$ cat src/rtl/transmisor_uart_if.sv
// Host-side byte handshake of the UART transmitter: write strobe, data,
// parity mode and the transmit-data-register-empty flag.
interface transmisor_uart_if;
   logic [7:0] tx_data;
   logic       tdre_clr;
   logic [1:0] parity;
   logic       tdre;

   // Handshake: the host may pulse tdre_clr for one cycle only while tdre=1;
   // that edge latches tx_data and drops tdre. A strobe seen while tdre=0 is
   // discarded. tdre returns to 1 when the byte moves into the shift register.
   modport master (output tx_data, output tdre_clr, output parity, input tdre);
   modport slave  (input tx_data, input tdre_clr, input parity, output tdre);
endinterface

$ cat src/rtl/transmisor_uart.sv
// Double-buffered UART transmitter: start, 8 data bits LSB first, optional
// even/odd parity, one stop bit. TxD and busy are registered outputs.
module transmisor_uart #(
   parameter int CLKS_PER_BIT = 16
) (
   input  logic                clk,
   input  logic                reset,
   transmisor_uart_if.slave    bus,
   output logic                TxD,
   output logic                busy,
   output logic [2:0]          state_dbg
);

   localparam int CW = $clog2(CLKS_PER_BIT);
   localparam logic [CW-1:0] BAUD_LAST = CW'(CLKS_PER_BIT - 1);

   typedef enum logic [2:0] {
      IDLE   = 3'd0,
      START  = 3'd1,
      DATA   = 3'd2,
      PARITY = 3'd3,
      STOP   = 3'd4
   } state_t;

   state_t        state;
   state_t        state_next;
   logic [CW-1:0] baud_cnt;
   logic [2:0]    bit_cnt;
   logic [7:0]    hold;
   logic          tdre_r;
   logic [7:0]    shift;
   logic [7:0]    shift_d;
   logic          par_en;
   logic          par_bit;
   logic          txd_d;
   logic          busy_d;
   logic          bit_end;
   logic          transfer;

   assign bit_end   = (baud_cnt == BAUD_LAST);
   assign transfer  = !tdre_r && ((state == IDLE) || (state == STOP && bit_end));
   assign bus.tdre  = tdre_r;
   assign state_dbg = state;

   always_ff @(posedge clk or posedge reset) begin
      if (reset) state <= IDLE;
      else       state <= state_next;
   end

   always_comb begin
      state_next = state;
      case (state)
         IDLE:    if (transfer) state_next = START;
         START:   if (bit_end) state_next = DATA;
         DATA:    if (bit_end && bit_cnt == 3'd7) state_next = par_en ? PARITY : STOP;
         PARITY:  if (bit_end) state_next = STOP;
         STOP:    if (bit_end) state_next = transfer ? START : IDLE;
         default: state_next = IDLE;
      endcase
   end

   // TxD is loaded from the value the line must carry in the upcoming state,
   // so the start bit appears on the same edge as the transfer.
   always_comb begin
      shift_d = shift;
      if (transfer)                     shift_d = hold;
      else if (state == DATA && bit_end) shift_d = {1'b0, shift[7:1]};
      case (state_next)
         START:   txd_d = 1'b0;
         DATA:    txd_d = shift_d[0];
         PARITY:  txd_d = par_bit;
         default: txd_d = 1'b1;
      endcase
      busy_d = (state_next != IDLE);
   end

   always_ff @(posedge clk or posedge reset) begin
      if (reset) begin
         baud_cnt <= '0;
         bit_cnt  <= '0;
         hold     <= '0;
         tdre_r   <= 1'b1;
         shift    <= '0;
         par_en   <= 1'b0;
         par_bit  <= 1'b0;
         TxD      <= 1'b1;
         busy     <= 1'b0;
      end else begin
         if (state_next != state || bit_end) baud_cnt <= '0;
         else if (state != IDLE)             baud_cnt <= baud_cnt + 1'b1;

         if (state_next != state)           bit_cnt <= '0;
         else if (state == DATA && bit_end) bit_cnt <= bit_cnt + 3'd1;

         // A strobe coinciding with a transfer sees tdre=0 and is dropped.
         if (transfer) begin
            tdre_r  <= 1'b1;
            par_en  <= (bus.parity == 2'b01) || (bus.parity == 2'b10);
            par_bit <= (^hold) ^ (bus.parity == 2'b10);
         end else if (bus.tdre_clr && tdre_r) begin
            hold   <= bus.tx_data;
            tdre_r <= 1'b0;
         end

         shift <= shift_d;
         TxD   <= txd_d;
         busy  <= busy_d;
      end
   end

endmodule

$ cat src/flat_wrapper.sv
// flat-port wrapper written by rule: the top's interface ports become plain ports
module transmisor_uart_flat 
#(
   parameter int CLKS_PER_BIT = 16
)
  (clk, reset, TxD, busy, state_dbg, bus_tx_data, bus_tdre_clr, bus_parity, bus_tdre);
  transmisor_uart_if bus_i ();
  input  logic clk;
  input  logic reset;
  output logic TxD;
  output logic busy;
  output logic [2:0] state_dbg;
  input wire logic [$bits(bus_i.tx_data)-1:0] bus_tx_data;
  input wire logic [$bits(bus_i.tdre_clr)-1:0] bus_tdre_clr;
  input wire logic [$bits(bus_i.parity)-1:0] bus_parity;
  output wire logic [$bits(bus_i.tdre)-1:0] bus_tdre;
  assign bus_i.tx_data = bus_tx_data;
  assign bus_i.tdre_clr = bus_tdre_clr;
  assign bus_i.parity = bus_parity;
  assign bus_tdre = bus_i.tdre;
  transmisor_uart #(.CLKS_PER_BIT(CLKS_PER_BIT)) u_core (.clk(clk), .reset(reset), .bus(bus_i), .TxD(TxD), .busy(busy), .state_dbg(state_dbg));
endmodule
$ cat config.mk
export PLATFORM = sky130hd
export DESIGN_NAME = transmisor_uart_flat
export DESIGN_NICKNAME = d
export VERILOG_FILES = /design/src/rtl/transmisor_uart_if.sv /design/src/rtl/transmisor_uart.sv /design/src/flat_wrapper.sv
export SDC_FILE = /design/constraint.sdc
export NUM_CORES = 1
export LEC_CHECK = 0
export CAP_MARGIN = 30
export CELL_PAD_IN_SITES_DETAIL_PLACEMENT = 1
export CELL_PAD_IN_SITES_GLOBAL_PLACEMENT = 1
export CORE_MARGIN = 1
export CORE_UTILIZATION = 43
export CTS_BUF_LIST = sky130_fd_sc_hd__clkbuf_4 sky130_fd_sc_hd__clkbuf_8 sky130_fd_sc_hd__clkbuf_16
export CTS_CLUSTER_DIAMETER = 100
export DETAILED_ROUTE_END_ITERATION = 10
export PLACE_DENSITY_LB_ADDON = 0.12
export SETUP_SLACK_MARGIN = 0.3
export SLEW_MARGIN = 20
export SYNTH_ARGS = -nofsm -noshare
export SYNTH_HDL_FRONTEND = slang
export SYNTH_SLANG_ARGS = --single-unit
export TNS_END_PERCENT = 1
$ cat constraint.sdc
create_clock -name clk -period 2.47 [get_ports clk]
set_input_delay 0.494 -clock clk [delete_from_list [all_inputs] [get_ports clk]]
set_output_delay 0.494 -clock clk [all_outputs]
set_load 0.005 [all_outputs]
==> flow_summary.ini <==
[power]
peakVddDrop_mv = 0.418
power_switching_mw = 0.230
power.leakage_nw = 0.826
clkPwrFrac = 0.327
combinationalPowerShare = 0.111
p_sw_frac = 0.238
p_per_area_mw_per_mm2 = 530
seqPwrFrac = 0.562
p_int_mw = 0.735

[placed_design]
gp_congestion = 0.755
hpwl_um = 2270
io_buffers = 18
place_ws_ns = 0.535

[cts]
clkTransAtPathRegs_ns = 0.09
numCtsBuffers = 5
cts_root_buffer = clkbuf_4
clockBufferDepth = 2
clock_latency_ns = 0.34
holdBufCountCts = 0
cts_sinks = 31
cts_tree = done
h-tree-depth = 2

[setup_path]
worstPathArrival_ns = 1.53
cp_top_family = flip-flops
critical-path-slowest-cell = dfrtp_1
endpoint_kind = output port
cp.buffers_inverters = 1
worstSetupPathType = reg -> out
crit_required_ns = 1.98
path_cells = clkdlybuf4s50_1
max_stage_delay_ns = 0.61
cp_max_fo = 12
cp-start-kind = flop

[drt]
wl_um = 3140
drtPass1Iterations = 4
via_per_inst = 5.33
final_antenna_net_count = 0
drt_iter0_markers = 60
drc = 0
wire_per_inst_um = 15.2
num_vias = 1098

[floorplanning]
io_pins = 19
row_count = 21
die_x_um = 62.1
core_region_area_mm2 = 0.00339
floorplan.initialDensity = 0.459
dieHeight_um = 62.1
die_area_mm2 = 0.00386

[timing]
final_hold_viol_count = 0
tightest_slew_ns = 0.507
drv_slew = 0
fin_crit_ns = 2.02
finalCritPeriodShare = 0.818
tns_ns = 0
fmaxAchievable_ghz = 0.495
slew_headroom = 0.660
rsz0062_at_grt = true
finalSetupViolations = 0
fin_skew_ns = 0.00429
worst_slack_ns = 0.450

[layout]
fin_nets = 176
drive_gt1_frac = 0.175
n_antenna_cell = 0
area_growth_pct = 16.9

[global_routing]
grt_max_degree = 32
antenna_found_initial = 0
grt_pass1_vias = 1192
grt_usage = 0.200
grt_pass1_wl_um = 5780
grt_overflow = 0

[run_status]
status = completed

[synth]
yosys_warnings = 0
synthesis.nets = 156
async_flop_share = 1.00
synth_cells = 139
netlist_area_mm2 = 0.00156
avgSynthCellArea_um2 = 11.2
synth.ff_latch_count = 31
seq_area_frac_synth = 0.500
ys_types = 41
synth_top_flop_cell = dfrtp_1
synth-edff-count = 0

[flow_run]
drv_cap = 0

[min_path]
hp-class = reg -> reg
[stage by stage]
| step | hold slack, ns | total power, mW | instances | cell area [um^2] | utilization |
|---|---|---|---|---|---|
| 2_1_floorplan | 0.446 | 0.621 | 139 | 1560 | - |
| 3_3_place_gp | 0.460 | 0.654 | 198 | 1760 | 0.518 |
| 3_5_place_dp | 0.473 | 0.662 | 198 | 1760 | 0.518 |
| 4_1_cts | 0.496 | 0.986 | 206 | 1820 | 0.536 |
| 5_1_grt | 0.523 | 1.02 | 206 | 1820 | 0.536 |
| 6_report | 0.488 | 0.964 | 206 | 1820 | 0.536 |
[state kept, by name, indices dropped and copies added, names as in the netlist]
| name | count |
|---|---|
| u_core.hold | 8 |
| u_core.shift | 8 |
| u_core.baud_cnt | 4 |
| u_core.bit_cnt | 3 |
| u_core.state_dbg | 3 |
| u_core.TxD | 1 |
| u_core.bus.tdre | 1 |
| u_core.busy | 1 |
| u_core.par_bit | 1 |
| u_core.par_en | 1 |
[cell type report]
type / count / area, um^2
Fill cell: 374 / 1570
Sequential cell: 31 / 779
Multi-Input combinational cell: 97 / 711
Timing Repair Buffer: 20 / 195
Clock buffer: 8 / 60.1
Tap cell: 46 / 57.6
Inverter: 4 / 15.0
[power by group through the flow]
stage / Clock [mW] / Combinational, mW / Sequential, mW
2_1_floorplan: 0 / 0.0745 / 0.547
5_1_grt: 0.360 / 0.118 / 0.545
4_1_cts: 0.333 / 0.110 / 0.542
6_report: 0.316 / 0.107 / 0.542
3_3_place_gp: 0 / 0.104 / 0.551
3_5_place_dp: 0 / 0.110 / 0.552
[logic make-up (layout without fill, tap and decap cells)]
group / count (synthesis) / in the layout / share of synthesized area
and+or+nand+nor: 43 / 43 / 0.141
DFF: 31 / 31 / 0.500
AOI/OAI and AO/OA: 25 / 25 / 0.126
muxes: 13 / 13 / 0.0901
xor gates and xnor gates: 12 / 12 / 0.0676
buffers and inverters: 11 / 32 / 0.0426
adders and majority gates: 4 / 4 / 0.0322
[worst register-to-register path, stage by stage (launching register included)]
cell	delay [ns]
dfrtp_1	0.39
ha_1	0.23
and3_1	0.34
o21ai_2	0.13
a21oi_1	0.28
nor2_1	0.09
or3_1	0.35
[per-layer routing]
| metal | vias to the layer above | track usage | wire length [um] |
|---|---|---|---|
| li1 | 521 | - | - |
| met1 | 551 | 0.220 | 1310 |
| met2 | 19 | 0.346 | 1640 |
| met3 | 7 | 0.0662 | 113 |
| met4 | 0 | 0.0959 | 72 |
| met5 | - | 0 | 0 |
[placed cells by master, fill, tap and decap left out, types with 2 or more instances in the layout]
cell type / count
nand2_1: 16
xor2_1: 2
nand2b_1: 2
ha_1: 4
buf_4: 2
nor2_1: 10
mux2_2: 8
inv_1: 4
a21oi_1: 2
a21boi_0: 2
dfstp_2: 2
xnor2_1: 10
clkbuf_4: 8
nor2b_1: 2
or3_1: 2
o21ai_2: 2
a22oi_1: 7
dfrtp_1: 28
mux2i_1: 5
o21ai_0: 2
clkdlybuf4s50_1: 18
nor3_1: 3
[cell usage after synthesis, types with 2 or more instances]
library cell | count | area share
a21boi_0 | 2 | 0.0097
a21oi_1 | 2 | 0.0064
a22oi_1 | 7 | 0.034
buf_2 | 2 | 0.0064
buf_4 | 2 | 0.0097
buf_6 | 2 | 0.014
dfrtp_1 | 29 | 0.47
dfstp_2 | 2 | 0.034
ha_1 | 4 | 0.032
inv_1 | 4 | 0.0097
mux2_2 | 8 | 0.058
mux2i_1 | 5 | 0.032
nand2_1 | 16 | 0.039
nand2b_1 | 2 | 0.0080
nor2_1 | 10 | 0.024
nor2b_1 | 2 | 0.0080
nor3_1 | 3 | 0.0097
o21ai_0 | 2 | 0.0064
o21ai_2 | 2 | 0.011
or3_1 | 2 | 0.0080
xnor2_1 | 10 | 0.056
xor2_1 | 2 | 0.011
[path summary, 6_finish.rpt]
check / startpoint / end / slack (ns) / cells after the start
min in group asynchronous: reset / u_core.hold[4] / 0.53 / 3
min reg2reg: u_core.shift[1] / u_core.shift[1] / 0.49 / 2
max in group asynchronous: reset / u_core.TxD / 1.61 / 3
max reg2reg: u_core.baud_cnt[0] / u_core.busy / 0.55 / 6
min: u_core.shift[1] / u_core.shift[1] / 0.49 / 2
max: u_core.state_dbg[0] / state_dbg[0] / 0.45 / 1
[what timing repair did]
item                                    CTS  global route
endpoints found under the setup margin    0             5
gates resized for setup                   0             1
hold endpoints to repair                  0             0
buffers inserted                          0             0
(Power assumes the default switching activity.)
